## config.mk

```make
export PLATFORM = sky130hd
export DESIGN_NAME = sram_responder
export DESIGN_NICKNAME = d
export VERILOG_FILES = /design/src/rtl/sram_pkg.sv /design/src/rtl/access_timer.sv /design/src/rtl/sram_responder.sv
export SDC_FILE = /design/constraint.sdc
export NUM_CORES = 2
export LEC_CHECK = 0
export ABC_CLOCK_PERIOD_IN_PS = 136000
export CORE_MARGIN = 2
export CORE_UTILIZATION = 50
export DETAILED_ROUTE_END_ITERATION = 8
export PLACE_DENSITY_LB_ADDON = 0.2
export RECOVER_POWER = 100
export SLEW_MARGIN = 20
export SYNTH_ARGS = -nofsm -noshare
export SYNTH_HDL_FRONTEND = slang
export SYNTH_HIERARCHICAL = 1
export SYNTH_SLANG_ARGS = --single-unit
```

## constraint.sdc

```tcl
create_clock -name clk -period 136 [get_ports clk]
set_input_delay 20.4 -clock clk [delete_from_list [all_inputs] [get_ports clk]]
set_output_delay 20.4 -clock clk [all_outputs]
set_load 0.02 [all_outputs]
```

## src/rtl/sram_pkg.sv

```systemverilog
// Shared types for the SRAM responder: FSM states, captured operation encoding
// and the data-width derivation used by the top level.
package sram_pkg;

  typedef enum logic [1:0] {
    IDLE,
    BUSY,
    ACK
  } resp_state_t;

  typedef enum logic [1:0] {
    OP_READ,
    OP_WRITE,
    OP_ILLEGAL
  } op_t;

  function automatic int dw_of(input int words, input int word_bytes);
    return words * word_bytes * 8;
  endfunction

endpackage

```

## src/rtl/access_timer.sv

```systemverilog
// Loadable 4-bit down-counter that paces the fixed access latency.
module access_timer (
  input  logic       clk,
  input  logic       rst,
  input  logic       load,
  input  logic [3:0] load_val,
  input  logic       en,
  output logic [3:0] count,
  output logic       zero
);

  logic [3:0] count_q, count_d;

  always_comb begin
    count_d = count_q;
    if (load) begin
      count_d = load_val;
    end else if (en && (count_q != 4'd0)) begin
      count_d = count_q - 4'd1;
    end
  end

  always_ff @(posedge clk or posedge rst) begin
    if (rst) begin
      count_q <= 4'd0;
    end else begin
      count_q <= count_d;
    end
  end

  assign count = count_q;
  assign zero  = (count_q == 4'd0);

endmodule

```

## src/rtl/sram_responder.sv

```systemverilog
// Target side of the pixel-controller SRAM interface: small RGB array behind a
// fixed-latency IDLE -> BUSY -> ACK handshake with an error-qualified ack.
module sram_responder
  import sram_pkg::*;
#(
  parameter int W_ADDR_SIZE_BITS  = 16,
  parameter int W_DATA_SIZE_WORDS = 3,
  parameter int W_WORD_SIZE_BYTES = 1,
  parameter int DEPTH             = 64,
  parameter int ACCESS_CYCLES     = 10,
  localparam int DW = dw_of(W_DATA_SIZE_WORDS, W_WORD_SIZE_BYTES)
) (
  input  logic                        clk,
  input  logic                        rst,
  input  logic [W_ADDR_SIZE_BITS-1:0] address,
  input  logic                        read_enable,
  input  logic                        write_enable,
  input  logic [DW-1:0]               w_data,
  output logic [DW-1:0]               r_data,
  output logic                        busy,
  output logic                        ack,
  output logic                        err
);

  localparam int IDX_W = $clog2(DEPTH);

  resp_state_t                 state_q, state_d;
  op_t                         op_q, op_d;
  logic [W_ADDR_SIZE_BITS-1:0] addr_q;
  logic [DW-1:0]               wdata_q;
  logic [DW-1:0]               r_data_q;
  logic                        err_q;
  logic [DW-1:0]               mem_q [DEPTH];

  logic       accept;
  logic       do_access;
  logic       in_range;
  logic       timer_en;
  logic [3:0] timer_count;
  logic       timer_zero;

  access_timer u_timer (
    .clk      (clk),
    .rst      (rst),
    .load     (accept),
    .load_val (4'(ACCESS_CYCLES - 1)),
    .en       (timer_en),
    .count    (timer_count),
    .zero     (timer_zero)
  );

  assign accept    = (state_q == IDLE) && (read_enable || write_enable);
  assign timer_en  = (state_q == BUSY) && (timer_count != 4'd0);
  assign do_access = (state_q == BUSY) && timer_zero;
  // Full address is range-checked; only the low bits index the array.
  assign in_range  = (addr_q < W_ADDR_SIZE_BITS'(DEPTH));

  always_comb begin
    op_d = OP_READ;
    if (read_enable && write_enable) begin
      op_d = OP_ILLEGAL;
    end else if (write_enable) begin
      op_d = OP_WRITE;
    end
  end

  always_comb begin
    state_d = state_q;
    case (state_q)
      IDLE:    if (accept) state_d = BUSY;
      BUSY:    if (timer_zero) state_d = ACK;
      ACK:     state_d = IDLE;
      default: state_d = IDLE;
    endcase
  end

  always_ff @(posedge clk or posedge rst) begin
    if (rst) begin
      state_q <= IDLE;
      op_q    <= OP_READ;
    end else begin
      state_q <= state_d;
      if (accept) op_q <= op_d;
    end
  end

  always_ff @(posedge clk) begin
    if (accept) begin
      addr_q  <= address;
      wdata_q <= w_data;
    end
  end

  // Array, read register and error flag are all cleared by reset, which also
  // drops any write still waiting in BUSY.
  always_ff @(posedge clk or posedge rst) begin
    if (rst) begin
      for (int i = 0; i < DEPTH; i++) mem_q[i] <= '0;
      r_data_q <= '0;
      err_q    <= 1'b0;
    end else if (do_access) begin
      err_q <= (op_q == OP_ILLEGAL) || !in_range;
      if (in_range && (op_q == OP_READ)) begin
        r_data_q <= mem_q[addr_q[IDX_W-1:0]];
      end
      if (in_range && (op_q == OP_WRITE)) begin
        mem_q[addr_q[IDX_W-1:0]] <= wdata_q;
      end
    end
  end

  assign r_data = r_data_q;
  assign busy   = (state_q == BUSY);
  assign ack    = (state_q == ACK);
  assign err    = (state_q == ACK) && err_q;

endmodule

```

Yosys cells after proc, flatten, opt, wreduce, memory -nomap -nowiden:

Cells that the tools add are included.

* flip-flop bits (word level): 1609
* logic and storage cells: 115
* output and inout port bits: 27
* bits of input ports: 44

* multiplexer cells: 13
* bitwise operators: 1
* equality and inequality tests: 6
* reductions and logical operators: 20
* $add $sub $neg: 1
* magnitude comparators: 3

Operator list (count)
* $bwmux W1536: 1
* $bmux W24 S6: 1
* $demux W24 S6: 1
* $mux W24: 3
* $lt A16 B7 Y1 const B: 1
* $logic_and A1 B1 Y1: 9
* $mux W4: 2
* $ge A7 B7 Y1 const B: 1
* $lt A7 B1 Y1 const B: 1
* $not A6 Y7: 1
* $mux W2: 3
* $reduce_and A2 Y1: 3
* $eq A2 B1 Y1 const B: 2
* $eq A2 B2 Y1 const B: 2
* $logic_not A2 Y1: 2
* $logic_not A4 Y1: 1
* $pmux W2 S2: 1
* $reduce_bool A4 Y1: 1
* $sub A4 B1 Y4 const B: 1
* $logic_or A1 B1 Y1: 2
* $ne A2 B1 Y1 const B: 1
* $ne A2 B2 Y1 const B: 1
* $reduce_bool A2 Y1: 1
* $logic_not A1 Y1: 1
* $mux W1: 1

Logic depth before layout (Yosys ltp):

* word-level depth: 6
* depth in mapped cells: 11

Cells and area by module:

The synthesis kept the hierarchy.

Modules (own cells, without submodules)
* sram_responder: seq. area each 40363.7 µm², cells each 5080, times used 1, area each 72050.4 µm²
* access_timer: seq. area each 100.1 µm², cells each 28, times used 1, area each 261.5 µm²

Worst setup path after synthesis:

Ideal clock, no wire load.

* path type: input port to flip-flop
* from: input port read_enable
* to: register u_timer.count_q[3] (netlist: u_timer/count[3])
* stages on the path: 5
* required time: 135.874 ns
* arrival: 22.028 ns
* setup time: 0.126 ns
* setup slack: 113.846 ns
* cell sequence: o21ai_0 -> inv_1 -> clkbuf_1 -> nor3_1 -> a221o_1

* cells in the longest elaborated chain, start to end: 3
* elaborated cells on any way between the ends: 4
* classes of those cells: mux: 1; reduce/logical: 3

RTL lines
* start: declaration: line sram_responder.sv:16 `input logic read_enable,`
* $logic_or A1 B1 Y1 *: line sram_responder.sv:52 `assign accept = (state_q == IDLE) && (read_enable || write_enable);`
* $logic_and A1 B1 Y1 *: line sram_responder.sv:52
* named net accept: line sram_responder.sv:35 `logic accept;`
* $mux W4 / $reduce_bool A2 Y1 (equally long branches)
* end signal: assignment: line access_timer.sv:27 `count_q <= count_d;`
* end: declaration: line access_timer.sv:12 `logic [3:0] count_q, count_d;`

The timed path passes the listed nets; every way through them passes the cells marked *.
A chain may end at the register's enable or synchronous reset.

==> run metrics <==
result of the run finished with violations; failing checks design-rule violations, max-capacitance violations, max-slew violations; CP max-delay cell clkbuf_1; CTS Root Cell clkbuf_16; Yosys cell types 79; Most used DFF post-synth dfrtp_1; Vias per Instance 6.51; # rows ~140; Starting Density between 50% and 60%; vias in the first global route between 40000 and 50000; top-area cell type share of the netlist area between 50% and 60%; worst vdd ir roughly 0.014 mV; Critical Path Fanout Max about 190; Final GP Congestion ~0.88; Slew @ Worst Pin about 9900 ps; critical path class in -> async; Async S/R FF share, synth a little over nine tenths; Layout Skew around 34 ps; Final Hold Fails 0; Tmin final 41070 ps; Iter 0 DRT Violations between 4000 and 5000; clock sink total 1609; Yosys top cell by area dfrtp_1; Synth warnings 6; pre-CTS setup slack 111700 ps; Post-Synth Simple-Gate Area under 10%; Worst slew margin -557%; Die H roughly 380 µm; Worst EP arrival ~40000 ps; drt drc 4; largest net degree at the start of global routing roughly 190; XOR/XNOR Fraction of Synth Area 0%; met2 usage between 40% and 50%; commonest non-fill, non-tap cell in the layout dfrtp_1; CTS Buffer Depth 3; port buffer count 70; die width just under 400 µm; WL/cell between 30 and 40 µm; CP Buf/Inv Count 5; Post-CTS Setup Bufs 0; M3 GR Usage roughly 7.0%; period utilization a little under a third; gr ovfl total 0; slowest stage delay, CP around 7000 ps; vias post-DR about 46000; highest clock rate approximately 24 MHz; post-route ant nets 0; Worst Hold Launch err_q; Tot Pwr between 0.001 and 0.0015 W; setup TNS 0 ps; Area Growth Syn to Fin 10.5%; Leak between 30 and 40 nW; most frequent cells in the layout 1569 x dfrtp_1, 1436 x mux2_2, 277 x mux2i_1; Cell Chain, Critical Path dlygate4sd3_1 > clkinvlp_2 > clkbuf_1 > clkbuf_1 > clkbuf_1; CP top delay family buffers and inverters; #FFs+latches synth roughly 1600; clock tree from TritonCTS yes; GRT Max-Usage Layer met2; reg2reg start addr_q[1]; Adder-Cell Fraction of Synth Area less than 1%; GR Util met1 44.0%; final setup fails 0; Hold Path Class reg -> reg; max-cap viol count just over 100; mapped cell area a little over 70000 µm²; Avg Cell Area, Syn around 14 µm²; critical path startpoint rst; fin nets slightly above 5000; first-pass GRT wire length about 340000 µm; crit-path most repeated cell clkbuf_1; Final Util around 56%; DRT Wirelength roughly 230000 µm; layout cells sized above 1 a little under two fifths; critical path capture point type async pin; type of origin of the critical path input port; number of buffers created by CTS ~170; Crit path required time between 100000 and 150000 ps; post-route setup slack about 95000 ps; Synth area leaders dfrtp_1 54%, mux2_2 22%, mux2i_1 3.8%; Post-synth EDFFs 40; Worst-Skew Late Latency between 800 and 900 ps; # resized after CTS 0; Seq/Total Area, Yosys a little under three fifths; drt pass-1 iters 7; Ports 71; core area about 140000 µm²; PwrDens around 15 nW/µm²; compound-gate portion of the synthesized area 6.45%; initial antenna violation count 13; Worst-path clk slew ~60 ps; fillers 11900; largest family of logic cells by synthesized area multiplexers; die area 148000 µm²; RSZ-0062 raised after global routing no; hold buffer count at CTS 0; multiplexer share of the synthesized area between 30% and 40%; GRT Util Overall a little under a third; Clock H-tree levels 4; Post-DP HPWL 135000 µm; Final Max Slew Viols between 3000 and 4000; post-synthesis instance total a little over 5000
[report_power, final]
part           internal, W  total [W]  leakage [nW]  switching (W)
registers         0.000487   0.000490          22.3     0.00000294
clock network     0.000269   0.000469          2.73       0.000200
logic            0.0000431   0.000204          14.2       0.000160
total             0.000799    0.00116          39.2       0.000363
[kinds of logic (layout without fill, tap and decap cells)]
logic type | count (synthesis) | after routing
compound gates | 628 | 628
other cells | 2 | 13
flops | 1609 | 1609
buf+inv | 519 | 553
mux | 1980 | 1980
fa+ha+maj | 1 | 1
simple gates | 369 | 369
[flip-flops by register name (all words and copies together) (netlist names)]
register       cells
u_timer/count      4
err_q              1
r_data            24
addr_q            16
mem_q           1536
wdata_q           24
state_q            2
op_q               2
[worst register-to-register path: cells and delay by family, from the launching register on]
kind,cells,cell delay (ps)
muxes,1,470
DFF,1,310
and+or+nand+nor,3,1900
buffers and inverters,5,9560
[worst paths after layout]
kind,end,cells after the start,slack [ps]
worst max-delay path,mem_q[628],5,94930
worst min-delay path,err_q,2,480
worst max register to register,mem_q[950],9,123650
worst min register to register,err_q,2,480
max in group clk,u_timer/count[2],5,112250
min in group asynchronous,u_timer/count[1],2,19970
[stage by stage]
| stage | hold slack [ps] | cells | cell area [µm²] |
|---|---|---|---|
| 4_1_cts | 489 | 7046 | 80400 |
| 5_1_grt | 502 | 7048 | 79900 |
| 6_report | 485 | 7056 | 79900 |
| 3_3_place_gp | 471 | 6749 | 74800 |
| 3_5_place_dp | 472 | 6749 | 74800 |
| 2_1_floorplan | 442 | 5110 | 72300 |
[synthesized netlist by cell type (5+ instances only)]
cell type / number
dfrtp_1: 1569
mux2_2: 1436
clkbuf_1: 317
mux2i_1: 277
a221oi_1: 187
mux2_1: 160
buf_2: 145
a22oi_1: 123
nor2_1: 118
mux4_2: 107
nand2_1: 99
o21ai_0: 67
o22ai_1: 64
a21oi_1: 58
nand3_1: 45
edfxtp_1: 40
buf_1: 39
a31oi_1: 20
o22a_1: 19
a22o_1: 14
nor3_1: 14
inv_1: 11
nand4_1: 11
and3_1: 10
nand2b_1: 9
nor2b_1: 9
o211ai_1: 9
o221ai_1: 9
a211oi_1: 8
a221o_1: 8
nand2_4: 8
buf_4: 5
o2111ai_1: 5
[routing by layer]
layer	routed length, µm	part of all wire, %
met1	97400	42
met2	103000	45
met3	19300	8.3
met4	11100	4.8
met5	12	0.0052
[layout make-up]
type,instances,area (µm²),area share (%)
flip-flops and latches,1609,40500,50.6
multi-input cells,2982,29700,37.2
clock buffers,254,4890,6.11
well taps,1903,2380,2.98
repair buffers,243,1690,2.12
clock inverters,43,706,0.883
inverters,13,51.3,0.0642
diodes,9,22.5,0.0282
(Power assumes the default switching activity.)
